## config.mk

```make
export PLATFORM = sky130hd
export DESIGN_NAME = mc_ctrl_flat
export DESIGN_NICKNAME = d
export VERILOG_FILES = /design/src/rtl/mc_ctrl_if.sv /design/src/rtl/mc_ctrl.sv /design/src/flat_wrapper.sv
export SDC_FILE = /design/constraint.sdc
export NUM_CORES = 1
export LEC_CHECK = 0
export CORE_MARGIN = 1
export CORE_UTILIZATION = 42
export CTS_CLUSTER_DIAMETER = 100
export DETAILED_ROUTE_END_ITERATION = 6
export GPL_TIMING_DRIVEN = 0
export PLACE_DENSITY = 0.9
export SLEW_MARGIN = 20
export SYNTH_ARGS = -nofsm -noshare
export SYNTH_HDL_FRONTEND = slang
export SYNTH_SLANG_ARGS = --single-unit
```

## constraint.sdc

```tcl
create_clock -name clk -period 3.3 [get_ports clk]
set_clock_uncertainty 0.2 [all_clocks]
set_input_delay 0.33 -clock clk [delete_from_list [all_inputs] [get_ports clk]]
set_output_delay 0.33 -clock clk [all_outputs]
set_load 0.03 [all_outputs]
```

## src/rtl/mc_ctrl_if.sv

```systemverilog
// Controller <-> datapath bundle for the multicycle MIPS main controller.
// Optional MC_RETIRE_CNT_EN adds the 32-bit retired-instruction count.
interface mc_ctrl_if;
  logic [5:0]  op;
  logic [5:0]  funct;
  logic        eq;
  logic        mem_ready;
  logic        pc_en;
  logic [1:0]  pcsrc;
  logic        iord;
  logic        memwrite;
  logic        irwrite;
  logic        regdst;
  logic        memtoreg;
  logic        regwrite;
  logic        alusrca;
  logic [1:0]  alusrcb;
  logic        ext_zero;
  logic [2:0]  aluop;
  logic        illegal;
`ifdef MC_RETIRE_CNT_EN
  logic [31:0] retired;
`endif

  // Controller side: consumes IR fields and datapath status, drives controls.
  modport master (
    input  op, funct, eq, mem_ready,
`ifdef MC_RETIRE_CNT_EN
    output retired,
`endif
    output pc_en, pcsrc, iord, memwrite, irwrite, regdst, memtoreg,
    output regwrite, alusrca, alusrcb, ext_zero, aluop, illegal
  );

  // Datapath side.
  modport slave (
    output op, funct, eq, mem_ready,
`ifdef MC_RETIRE_CNT_EN
    input  retired,
`endif
    input  pc_en, pcsrc, iord, memwrite, irwrite, regdst, memtoreg,
    input  regwrite, alusrca, alusrcb, ext_zero, aluop, illegal
  );
endinterface

```

## src/rtl/mc_ctrl.sv

```systemverilog
// Multicycle MIPS main controller: fetch/decode/execute/memory/writeback
// sequencing with combinational control outputs from the current state.
// Optional feature macro: MC_RETIRE_CNT_EN (retired-instruction counter).
module mc_ctrl #(
  parameter int unsigned STATE_W = 4
) (
  input logic       clk,
  input logic       reset,
  mc_ctrl_if.master ctrl
);

  localparam logic [STATE_W-1:0] S_FETCH  = STATE_W'(0);
  localparam logic [STATE_W-1:0] S_DECODE = STATE_W'(1);
  localparam logic [STATE_W-1:0] S_MEMADR = STATE_W'(2);
  localparam logic [STATE_W-1:0] S_MEMRD  = STATE_W'(3);
  localparam logic [STATE_W-1:0] S_MEMWB  = STATE_W'(4);
  localparam logic [STATE_W-1:0] S_MEMWR  = STATE_W'(5);
  localparam logic [STATE_W-1:0] S_RTEX   = STATE_W'(6);
  localparam logic [STATE_W-1:0] S_ALUWB  = STATE_W'(7);
  localparam logic [STATE_W-1:0] S_BEQ    = STATE_W'(8);
  localparam logic [STATE_W-1:0] S_IMMEX  = STATE_W'(9);
  localparam logic [STATE_W-1:0] S_IMMWB  = STATE_W'(10);
  localparam logic [STATE_W-1:0] S_JUMP   = STATE_W'(11);

  localparam logic [5:0] OP_RTYPE = 6'b000000;
  localparam logic [5:0] OP_J     = 6'b000010;
  localparam logic [5:0] OP_BEQ   = 6'b000100;
  localparam logic [5:0] OP_ADDIU = 6'b001001;
  localparam logic [5:0] OP_ORI   = 6'b001101;
  localparam logic [5:0] OP_LUI   = 6'b001111;
  localparam logic [5:0] OP_LW    = 6'b100011;
  localparam logic [5:0] OP_SW    = 6'b101011;

  localparam logic [5:0] FN_ADD  = 6'b100000;
  localparam logic [5:0] FN_ADDU = 6'b100001;
  localparam logic [5:0] FN_OR   = 6'b100101;

  localparam logic [2:0] ALU_LUI = 3'b000;
  localparam logic [2:0] ALU_OR  = 3'b001;
  localparam logic [2:0] ALU_ADD = 3'b010;

  logic [STATE_W-1:0] state;
  logic [STATE_W-1:0] next;
  logic               rt_ok;
  logic               legal;

  // Supported R-type functions and overall opcode legality for DECODE.
  assign rt_ok = (ctrl.funct == FN_ADD) || (ctrl.funct == FN_ADDU) || (ctrl.funct == FN_OR);
  assign legal = (ctrl.op == OP_LW) || (ctrl.op == OP_SW) || (ctrl.op == OP_BEQ) ||
                 (ctrl.op == OP_ADDIU) || (ctrl.op == OP_ORI) || (ctrl.op == OP_LUI) ||
                 (ctrl.op == OP_J) || ((ctrl.op == OP_RTYPE) && rt_ok);

  // State register; reset restarts at FETCH even mid-instruction.
  always_ff @(posedge clk) begin
    if (reset) state <= S_FETCH;
    else       state <= next;
  end

  // Next-state selection.
  always_comb begin
    next = S_FETCH;
    case (state)
      S_FETCH:  next = ctrl.mem_ready ? S_DECODE : S_FETCH;
      S_DECODE: begin
        case (ctrl.op)
          OP_LW, OP_SW:              next = S_MEMADR;
          OP_RTYPE:                  next = rt_ok ? S_RTEX : S_FETCH;
          OP_BEQ:                    next = S_BEQ;
          OP_ADDIU, OP_ORI, OP_LUI:  next = S_IMMEX;
          OP_J:                      next = S_JUMP;
          default:                   next = S_FETCH;
        endcase
      end
      S_MEMADR: next = (ctrl.op == OP_SW) ? S_MEMWR : S_MEMRD;
      S_MEMRD:  next = ctrl.mem_ready ? S_MEMWB : S_MEMRD;
      S_MEMWR:  next = ctrl.mem_ready ? S_FETCH : S_MEMWR;
      S_RTEX:   next = S_ALUWB;
      S_IMMEX:  next = S_IMMWB;
      default:  next = S_FETCH;
    endcase
  end

  // Control outputs; reset masks every write strobe so no edge under reset writes.
  always_comb begin
    ctrl.pc_en    = 1'b0;
    ctrl.pcsrc    = 2'b00;
    ctrl.iord     = 1'b0;
    ctrl.memwrite = 1'b0;
    ctrl.irwrite  = 1'b0;
    ctrl.regdst   = 1'b0;
    ctrl.memtoreg = 1'b0;
    ctrl.regwrite = 1'b0;
    ctrl.alusrca  = 1'b0;
    ctrl.alusrcb  = 2'b00;
    ctrl.ext_zero = 1'b0;
    ctrl.aluop    = ALU_LUI;
    ctrl.illegal  = 1'b0;
    case (state)
      S_FETCH: begin
        ctrl.alusrcb = 2'b01;
        ctrl.aluop   = ALU_ADD;
        ctrl.irwrite = ctrl.mem_ready;
        ctrl.pc_en   = ctrl.mem_ready;
      end
      S_DECODE: begin
        ctrl.alusrcb = 2'b11;
        ctrl.aluop   = ALU_ADD;
        ctrl.illegal = !legal;
      end
      S_MEMADR: begin
        ctrl.alusrca = 1'b1;
        ctrl.alusrcb = 2'b10;
        ctrl.aluop   = ALU_ADD;
      end
      S_MEMRD: ctrl.iord = 1'b1;
      S_MEMWB: begin
        ctrl.memtoreg = 1'b1;
        ctrl.regwrite = 1'b1;
      end
      S_MEMWR: begin
        ctrl.iord     = 1'b1;
        ctrl.memwrite = 1'b1;
      end
      S_RTEX: begin
        ctrl.alusrca = 1'b1;
        ctrl.aluop   = (ctrl.funct == FN_OR) ? ALU_OR : ALU_ADD;
      end
      S_ALUWB: begin
        ctrl.regdst   = 1'b1;
        ctrl.regwrite = 1'b1;
      end
      S_BEQ: begin
        ctrl.alusrca = 1'b1;
        ctrl.pcsrc   = 2'b01;
        ctrl.pc_en   = ctrl.eq;
      end
      S_IMMEX: begin
        ctrl.alusrca  = 1'b1;
        ctrl.alusrcb  = 2'b10;
        ctrl.ext_zero = (ctrl.op == OP_ORI) || (ctrl.op == OP_LUI);
        if (ctrl.op == OP_ORI)      ctrl.aluop = ALU_OR;
        else if (ctrl.op == OP_LUI) ctrl.aluop = ALU_LUI;
        else                        ctrl.aluop = ALU_ADD;
      end
      S_IMMWB: ctrl.regwrite = 1'b1;
      S_JUMP: begin
        ctrl.pcsrc = 2'b10;
        ctrl.pc_en = 1'b1;
      end
      default: ;
    endcase
    if (reset) begin
      ctrl.pc_en    = 1'b0;
      ctrl.irwrite  = 1'b0;
      ctrl.regwrite = 1'b0;
      ctrl.memwrite = 1'b0;
      ctrl.illegal  = 1'b0;
    end
  end

`ifdef MC_RETIRE_CNT_EN
  logic retire_c;

  // Completing states that hand back to FETCH; illegal decodes are not counted.
  assign retire_c = (state == S_MEMWB) || (state == S_ALUWB) || (state == S_BEQ) ||
                    (state == S_IMMWB) || (state == S_JUMP) ||
                    ((state == S_MEMWR) && ctrl.mem_ready);

  // Retired-instruction counter, wrapping at 32 bits.
  always_ff @(posedge clk) begin
    if (reset)         ctrl.retired <= 32'd0;
    else if (retire_c) ctrl.retired <= ctrl.retired + 32'd1;
  end
`endif

endmodule

```

## src/flat_wrapper.sv

```systemverilog
// flat-port wrapper written by rule: the top's interface ports become plain ports
module mc_ctrl_flat 
#(
  parameter int unsigned STATE_W = 4
)
  (clk, reset, ctrl_op, ctrl_funct, ctrl_eq, ctrl_mem_ready, ctrl_pc_en, ctrl_pcsrc, ctrl_iord, ctrl_memwrite, ctrl_irwrite, ctrl_regdst, ctrl_memtoreg, ctrl_regwrite, ctrl_alusrca, ctrl_alusrcb, ctrl_ext_zero, ctrl_aluop, ctrl_illegal);
  mc_ctrl_if ctrl_i ();
  input logic clk;
  input logic reset;
  input wire logic [$bits(ctrl_i.op)-1:0] ctrl_op;
  input wire logic [$bits(ctrl_i.funct)-1:0] ctrl_funct;
  input wire logic [$bits(ctrl_i.eq)-1:0] ctrl_eq;
  input wire logic [$bits(ctrl_i.mem_ready)-1:0] ctrl_mem_ready;
  output wire logic [$bits(ctrl_i.pc_en)-1:0] ctrl_pc_en;
  output wire logic [$bits(ctrl_i.pcsrc)-1:0] ctrl_pcsrc;
  output wire logic [$bits(ctrl_i.iord)-1:0] ctrl_iord;
  output wire logic [$bits(ctrl_i.memwrite)-1:0] ctrl_memwrite;
  output wire logic [$bits(ctrl_i.irwrite)-1:0] ctrl_irwrite;
  output wire logic [$bits(ctrl_i.regdst)-1:0] ctrl_regdst;
  output wire logic [$bits(ctrl_i.memtoreg)-1:0] ctrl_memtoreg;
  output wire logic [$bits(ctrl_i.regwrite)-1:0] ctrl_regwrite;
  output wire logic [$bits(ctrl_i.alusrca)-1:0] ctrl_alusrca;
  output wire logic [$bits(ctrl_i.alusrcb)-1:0] ctrl_alusrcb;
  output wire logic [$bits(ctrl_i.ext_zero)-1:0] ctrl_ext_zero;
  output wire logic [$bits(ctrl_i.aluop)-1:0] ctrl_aluop;
  output wire logic [$bits(ctrl_i.illegal)-1:0] ctrl_illegal;
  assign ctrl_i.op = ctrl_op;
  assign ctrl_i.funct = ctrl_funct;
  assign ctrl_i.eq = ctrl_eq;
  assign ctrl_i.mem_ready = ctrl_mem_ready;
  assign ctrl_pc_en = ctrl_i.pc_en;
  assign ctrl_pcsrc = ctrl_i.pcsrc;
  assign ctrl_iord = ctrl_i.iord;
  assign ctrl_memwrite = ctrl_i.memwrite;
  assign ctrl_irwrite = ctrl_i.irwrite;
  assign ctrl_regdst = ctrl_i.regdst;
  assign ctrl_memtoreg = ctrl_i.memtoreg;
  assign ctrl_regwrite = ctrl_i.regwrite;
  assign ctrl_alusrca = ctrl_i.alusrca;
  assign ctrl_alusrcb = ctrl_i.alusrcb;
  assign ctrl_ext_zero = ctrl_i.ext_zero;
  assign ctrl_aluop = ctrl_i.aluop;
  assign ctrl_illegal = ctrl_i.illegal;
  mc_ctrl #(.STATE_W(STATE_W)) u_core (.clk(clk), .reset(reset), .ctrl(ctrl_i));
endmodule
```

==> impl_metrics.py, run 1 <==
metrics = {
    "run_status": {
        "status": "completed",
    },
    "cells_and_area": {
        "largest_reg_flops": 4,
        "layout.cells.non_filler": 139,
        "fillers": 104,
        "nets": 142,
        "top_regs": "u_core.state: 4 flops",
        "top_register": "u_core.state",
        "drive_gt1_frac": 0.129,
        "syn_to_final_growth_pct": 52.6,
        "fin_util": 0.725,
        "diodes": 0,
    },
    "logic_synthesis": {
        "synth.area.top_cells": "dfxtp_1 (12%), nor3_1 (8.5%), a21oi_1 (5.4%)",
        "synthCells": 91,
        "synth_flop_cell": "dfxtp_1",
        "synth-xor-area-share": 0.0270,
        "synth.area.mux_share": 0.0462,
        "syn-num-nets": 107,
        "synth_top_area_frac": 0.123,
        "synth_adder_area_share": 0,
        "synth_compound_area_frac": 0.276,
        "ys_async_sr_fraction": 0,
        "ys_ff_latch": 4,
        "ys_warn_count": 0,
        "synth_cell_types": 42,
        "synth_top_family_by_area": "simple AND/OR/NAND/NOR gates",
        "yosysSeqAreaShare": 0.123,
        "synth_edf_count": 0,
        "synth_area_leader_cell": "dfxtp_1",
        "synth-simple-area-share": 0.424,
        "syn_area_um2": 649,
        "avgSynthCellArea_um2": 7.14,
    },
    "detailed_routing": {
        "drc": 0,
        "wl_met1_um": 796,
        "route.vias.total": 842,
        "routed_wl_um": 1830,
        "dr.first_iter.drc_count": 30,
        "highest_layer": "met3",
        "wl_met2_um": 912,
        "wl_met3_um": 115,
        "ant_nets": 0,
        "via_per_inst": 6.06,
        "drtPass1Iterations": 4,
        "wl_per_cell_um": 13.1,
    },
    "worst_setup_path": {
        "path_class": "input pin to output port",
        "cp_common_cell": "clkdlybuf4s50_1",
        "crit_end": "ctrl_aluop[0]",
        "critPathCaptureType": "output port",
        "r2r_cells": 4,
        "r2r-start": "u_core.state[0]$_SDFF_PP0_",
        "critical-path-max-stage-delay_ns": 0.67,
        "critical_path.slowest_cell": "clkdlybuf4s50_1",
        "startpoint_type": "input pin",
        "r2r_end": "u_core.state[0]$_SDFF_PP0_",
        "crit_chain": "clkdlybuf4s50_1 > nor2_1 > nand4_1 > or4_1 > o21ai_1 > clkdlybuf4s50_1",
        "cp_max_fo": 3,
        "crit_required_ns": 2.77,
        "rrSetupSlack_ns": 1.73,
        "crit_arrival_ns": 2.46,
        "critPathLaunch": "ctrl_op[4]",
    },
    "floorplanning": {
        "initial_core_util": 0.475,
        "pin_count": 33,
        "die_y_um": 41.3,
        "core_area_um2": 1370,
        "design.die.area_um2": 1710,
        "die_w_um": 41.3,
        "row_count": 13,
    },
    "clock_network": {
        "htreeDepth": 1,
        "cts_root_buffer": "clkbuf_4",
        "cts_hold_buf": 0,
        "path_clk_slew_ns": 0.03,
        "numCtsBuffers": 3,
        "post_cts_resized": 0,
        "clock_sinks": 4,
        "cts_tree": "yes",
        "clock_path_buffers": 2,
        "clkLatencyLatePin_ns": 0.23,
        "post_cts_buffers": 0,
    },
    "global_routing": {
        "grtUsageTotal": 0.205,
        "grt_pass1_vias": 563,
        "grt_pass1_wl_um": 2300,
        "gr-total-overflow": 0,
        "antenna_found_initial": 0,
        "grt_max_degree": 11,
    },
    "sta": {
        "hold_violations": 0,
        "min_period_over_period": 0.905,
        "min_period_ns": 2.99,
        "fin_tns_setup_ns": 0,
        "rsz0062_at_grt": "false",
        "setup-violations-final": 0,
        "report.final.slew_viol_count": 0,
        "timing.hold.ws_ns": 0.207,
        "max_freq_mhz": 335,
    },
    "hold_path": {
        "hp-class": "input pin to flip-flop",
    },
    "placement": {
        "gp_congestion": 0.873,
        "place_inst": 136,
        "io_buffer_count": 30,
        "place_hpwl_um": 1400,
    },
    "run": {
        "maxCapViolations": 0,
    },
    "power": {
        "power_density_nw_per_um2": 184,
        "ir_drop_mv": 0.184,
        "p_leak_nw": 0.341,
    },
}
-- logic make-up (layout without fill, tap and decap cells) --
group	count (synthesis)	after routing
other	1	1
and+or+nand+nor	42	42
AOI/OAI and AO/OA	28	28
buffers and inverters	11	44
muxes	3	3
DFF	4	4
xor gates and xnor gates	2	2
-- placed cells by master, fill, tap and decap left out, types with 2 or more instances in the layout --
master,count
buf_2,3
and3b_1,2
clkbuf_4,3
nor2_1,6
o21a_1,2
o31ai_1,2
dfxtp_1,4
xnor2_1,2
inv_1,3
o21ai_1,4
nand2b_1,5
buf_4,3
a31oi_1,3
o21ai_0,2
nand2_1,2
nor3_1,11
clkdlybuf4s50_1,30
a21oi_1,7
mux2i_1,3
o22ai_1,2
nand4_1,2
-- routing by layer --
metal	GRT usage	vias up
li1	-	417
met1	0.285	396
met2	0.340	29
met3	0	0
met4	0.0726	0
met5	0	-
-- metrics by stage --
| step | power, mW | cell area (um2) | worst slack (ns) |
|---|---|---|---|
| 2_1_floorplan | 0.0897 | 649 | 1.17 |
| 3_3_place_gp | 0.123 | 968 | 0.375 |
| 3_5_place_dp | 0.124 | 968 | 0.337 |
| 4_1_cts | 0.186 | 991 | 0.339 |
| 5_1_grt | 0.193 | 991 | 0.186 |
| 6_report | 0.182 | 991 | 0.314 |
-- synthesized netlist by cell type (2+ instances only) --
| master | n |
|---|---|
| o21ai_0 | 2 |
| o22ai_1 | 2 |
| a31oi_1 | 3 |
| buf_2 | 3 |
| mux2i_1 | 3 |
| nor2_1 | 6 |
| dfxtp_1 | 4 |
| nor3_1 | 11 |
| o21a_1 | 2 |
| o21ai_1 | 4 |
| nand2b_1 | 5 |
| and3b_1 | 2 |
| inv_1 | 3 |
| buf_4 | 3 |
| nand4_1 | 2 |
| o31ai_1 | 2 |
| xnor2_1 | 2 |
| nand2_1 | 2 |
| a21oi_1 | 7 |
-- worst max-delay path, delay by kind of cell --
family / cells / cell delay [ns]
buffers and inverters: 2 / 1.12
and+or+nand+nor: 3 / 0.92
AOI/OAI and AO/OA: 1 / 0.09
-- power by group --
group	switching (mW)	internal, mW	total, mW
logic	0.0363	0.0367	0.0730
registers	0.00159	0.0498	0.0514
clock network	0.0170	0.0405	0.0575
-- worst min path at each step --
stage | startpoint | endpoint | cells past startpoint
after floorplan | ctrl_mem_ready | u_core.state[0]$_SDFF_PP0_ | 2
after global placement | reset | u_core.state[3]$_SDFF_PP0_ | 2
after detailed placement | reset | u_core.state[3]$_SDFF_PP0_ | 2
after CTS | reset | u_core.state[3]$_SDFF_PP0_ | 2
after global routing | reset | u_core.state[3]$_SDFF_PP0_ | 2
final | reset | u_core.state[3]$_SDFF_PP0_ | 2
-- layout make-up --
cell class / instances / area [um2] / share of cell area
Buffer: 7 / 48.8 / 0.0492
Inverter: 4 / 15.0 / 0.0152
Multi-Input combinational cell: 76 / 505 / 0.510
Tap cell: 15 / 18.8 / 0.0189
Sequential cell: 4 / 80.1 / 0.0808
Timing Repair Buffer: 30 / 300 / 0.303
Clock buffer: 3 / 22.5 / 0.0227
(Power assumes the default switching activity.)
==> run 2: changes to the inputs <==
--- a/config.mk
+++ b/config.mk
@@ -6,11 +6,11 @@
 export NUM_CORES = 1
 export LEC_CHECK = 0
 export CORE_MARGIN = 1
-export CORE_UTILIZATION = 42
+export CORE_UTILIZATION = 35
 export CTS_CLUSTER_DIAMETER = 100
 export DETAILED_ROUTE_END_ITERATION = 6
 export GPL_TIMING_DRIVEN = 0
-export PLACE_DENSITY = 0.9
+export PLACE_DENSITY = 0.81
 export SLEW_MARGIN = 20
 export SYNTH_ARGS = -nofsm -noshare
 export SYNTH_HDL_FRONTEND = slang
==> constraint.sdc (replaced) <==
create_clock -name clk -period 2.7 [get_ports clk]
set_clock_uncertainty 0.2 [all_clocks]
set_input_delay 0.27 -clock clk [delete_from_list [all_inputs] [get_ports clk]]
set_output_delay 0.27 -clock clk [all_outputs]
set_load 0.03 [all_outputs]
==> impl_metrics.py, run 2 (synthesized netlist as in run 1, its figures left out) <==
metrics = {
    "detailed_routing": {
        "wl_per_cell_um": 12.9,
        "via_per_inst": 5.48,
        "dr.first_iter.drc_count": 22,
        "routed_wl_um": 1930,
        "drc": 0,
        "route.vias.total": 817,
        "ant_nets": 0,
        "drtPass1Iterations": 4,
    },
    "power": {
        "p_sw_uw": 67.6,
        "switching_share": 0.303,
        "p_int_uw": 155,
        "p_leak_nw": 0.359,
        "comb_power_share": 0.401,
        "power_density_nw_per_um2": 221,
        "pwr-share-seq": 0.282,
        "power.clock.fraction": 0.317,
        "finalPower_uw": 223,
        "ir_drop_mv": 0.283,
    },
    "run_status": {
        "status": "completed",
    },
    "sta": {
        "fin_tns_setup_ns": 0,
        "timing.hold.ws_ns": 0.162,
        "min_period_ns": 2.65,
        "setup-violations-final": 0,
        "report.final.slew_viol_count": 0,
        "hold_violations": 0,
        "postLayoutSetupSlackWorst_ns": 0.0456,
        "rsz0062_at_grt": "false",
        "min_period_over_period": 0.983,
        "max_freq_mhz": 377,
    },
    "global_routing": {
        "antenna_found_initial": 0,
        "grt_pass1_vias": 683,
        "grtUsageTotal": 0.195,
        "grt_pass1_wl_um": 3020,
        "gr-total-overflow": 0,
        "grt_max_degree": 11,
    },
    "placement": {
        "place_ws_ns": -0.171,
        "place_inst": 146,
        "place_hpwl_um": 1500,
        "gp_congestion": 0.812,
        "io_buffer_count": 30,
        "place_area_um2": 981,
    },
    "floorplanning": {
        "die_w_um": 45.1,
        "core_area_um2": 1730,
        "pin_count": 33,
        "initial_core_util": 0.376,
        "design.die.area_um2": 2030,
        "die_y_um": 45.1,
        "row_count": 15,
    },
    "cells_and_area": {
        "final_common_cell": "clkdlybuf4s50_1",
        "syn_to_final_growth_pct": 54.9,
        "largest_reg_flops": 4,
        "fin_util": 0.583,
        "layout.cells.non_filler": 149,
        "drive_gt1_frac": 0.129,
        "fillers": 178,
        "diodes": 0,
        "top_register": "u_core.state",
        "top_regs": "u_core.state: 4 flops",
        "layout.cells.most_common_list": "clkdlybuf4s50_1 (28), nor3_1 (11), a21oi_1 (7)",
        "final_cell_area_um2": 1010,
        "nets": 142,
    },
    "clock_network": {
        "path_clk_slew_ns": 0.03,
        "numCtsBuffers": 3,
        "htreeDepth": 1,
        "clock_sinks": 4,
        "cts_root_buffer": "clkbuf_4",
        "clock_path_buffers": 2,
        "post_cts_buffers": 0,
        "clkLatencyLatePin_ns": 0.23,
        "cts_tree": "yes",
    },
    "worst_setup_path": {
        "startpoint_type": "input pin",
        "critical-path-max-stage-delay_ns": 0.70,
        "crit_arrival_ns": 2.18,
        "crit_chain": "clkdlybuf4s50_1 > or4b_1 > nor3_1 > clkdlybuf4s50_1",
        "path_delay_family": "buffers and inverters",
        "path_buf_inv": 2,
        "cp_max_fo": 7,
        "cp_common_cell": "clkdlybuf4s50_1",
        "path_class": "input pin to output port",
        "critical_path.slowest_cell": "clkdlybuf4s50_1",
        "crit_required_ns": 2.23,
        "r2r-start": "u_core.state[0]$_SDFF_PP0_",
        "critPathCaptureType": "output port",
        "critPathLaunch": "ctrl_mem_ready",
    },
    "run": {
        "maxCapViolations": 0,
    },
    "hold_path": {
        "hp-class": "input pin to flip-flop",
        "hp-start": "reset",
    },
}
[run 2: final timing paths]
check | to | slack [ns] | cells past startpoint
worst max-delay path | ctrl_irwrite | 0.05 | 4
worst min-delay path | u_core.state[3]$_SDFF_PP0_ | 0.16 | 2
worst max register to register | u_core.state[0]$_SDFF_PP0_ | 1.16 | 4
worst min register to register | u_core.state[3]$_SDFF_PP0_ | 0.59 | 3
[run 2: final cells by class]
cell class / instances / area (um2) / share of cell area
multi-input cells: 76 / 505 / 0.502
repair buffers: 30 / 303 / 0.301
flip-flops and latches: 4 / 80.1 / 0.0796
plain buffers: 7 / 48.8 / 0.0485
well taps: 25 / 31.3 / 0.0311
clock buffers: 3 / 22.5 / 0.0224
inverters: 4 / 15.0 / 0.0149
[run 2: power groups by stage]
stage	combinational [mW]	sequential, mW	clock [mW]
final	0.0892	0.0628	0.0706
after detailed placement	0.0888	0.0636	0
after CTS	0.0893	0.0627	0.0746
after floorplan	0.0466	0.0630	0
after global placement	0.0873	0.0636	0
after global routing	0.0955	0.0629	0.0775
[run 2: timing repair]
| action | in CTS | in global routing |
|---|---|---|
| hold buffers | 0 | 0 |
| hold endpoints to repair | 0 | 0 |
| resized for setup | 1 | 2 |
| setup endpoints to repair | 1 | 2 |
| pin swaps | 0 | 0 |
[run 2: layer usage]
| metal | track usage | share of wire | vias up |
|---|---|---|---|
| li1 | - | - | 414 |
| met3 | 0.00800 | 0.051 | 2 |
| met2 | 0.313 | 0.44 | 24 |
| met1 | 0.282 | 0.50 | 377 |
| met5 | 0 | 0 | - |
| met4 | 0.0545 | 0.0073 | 0 |
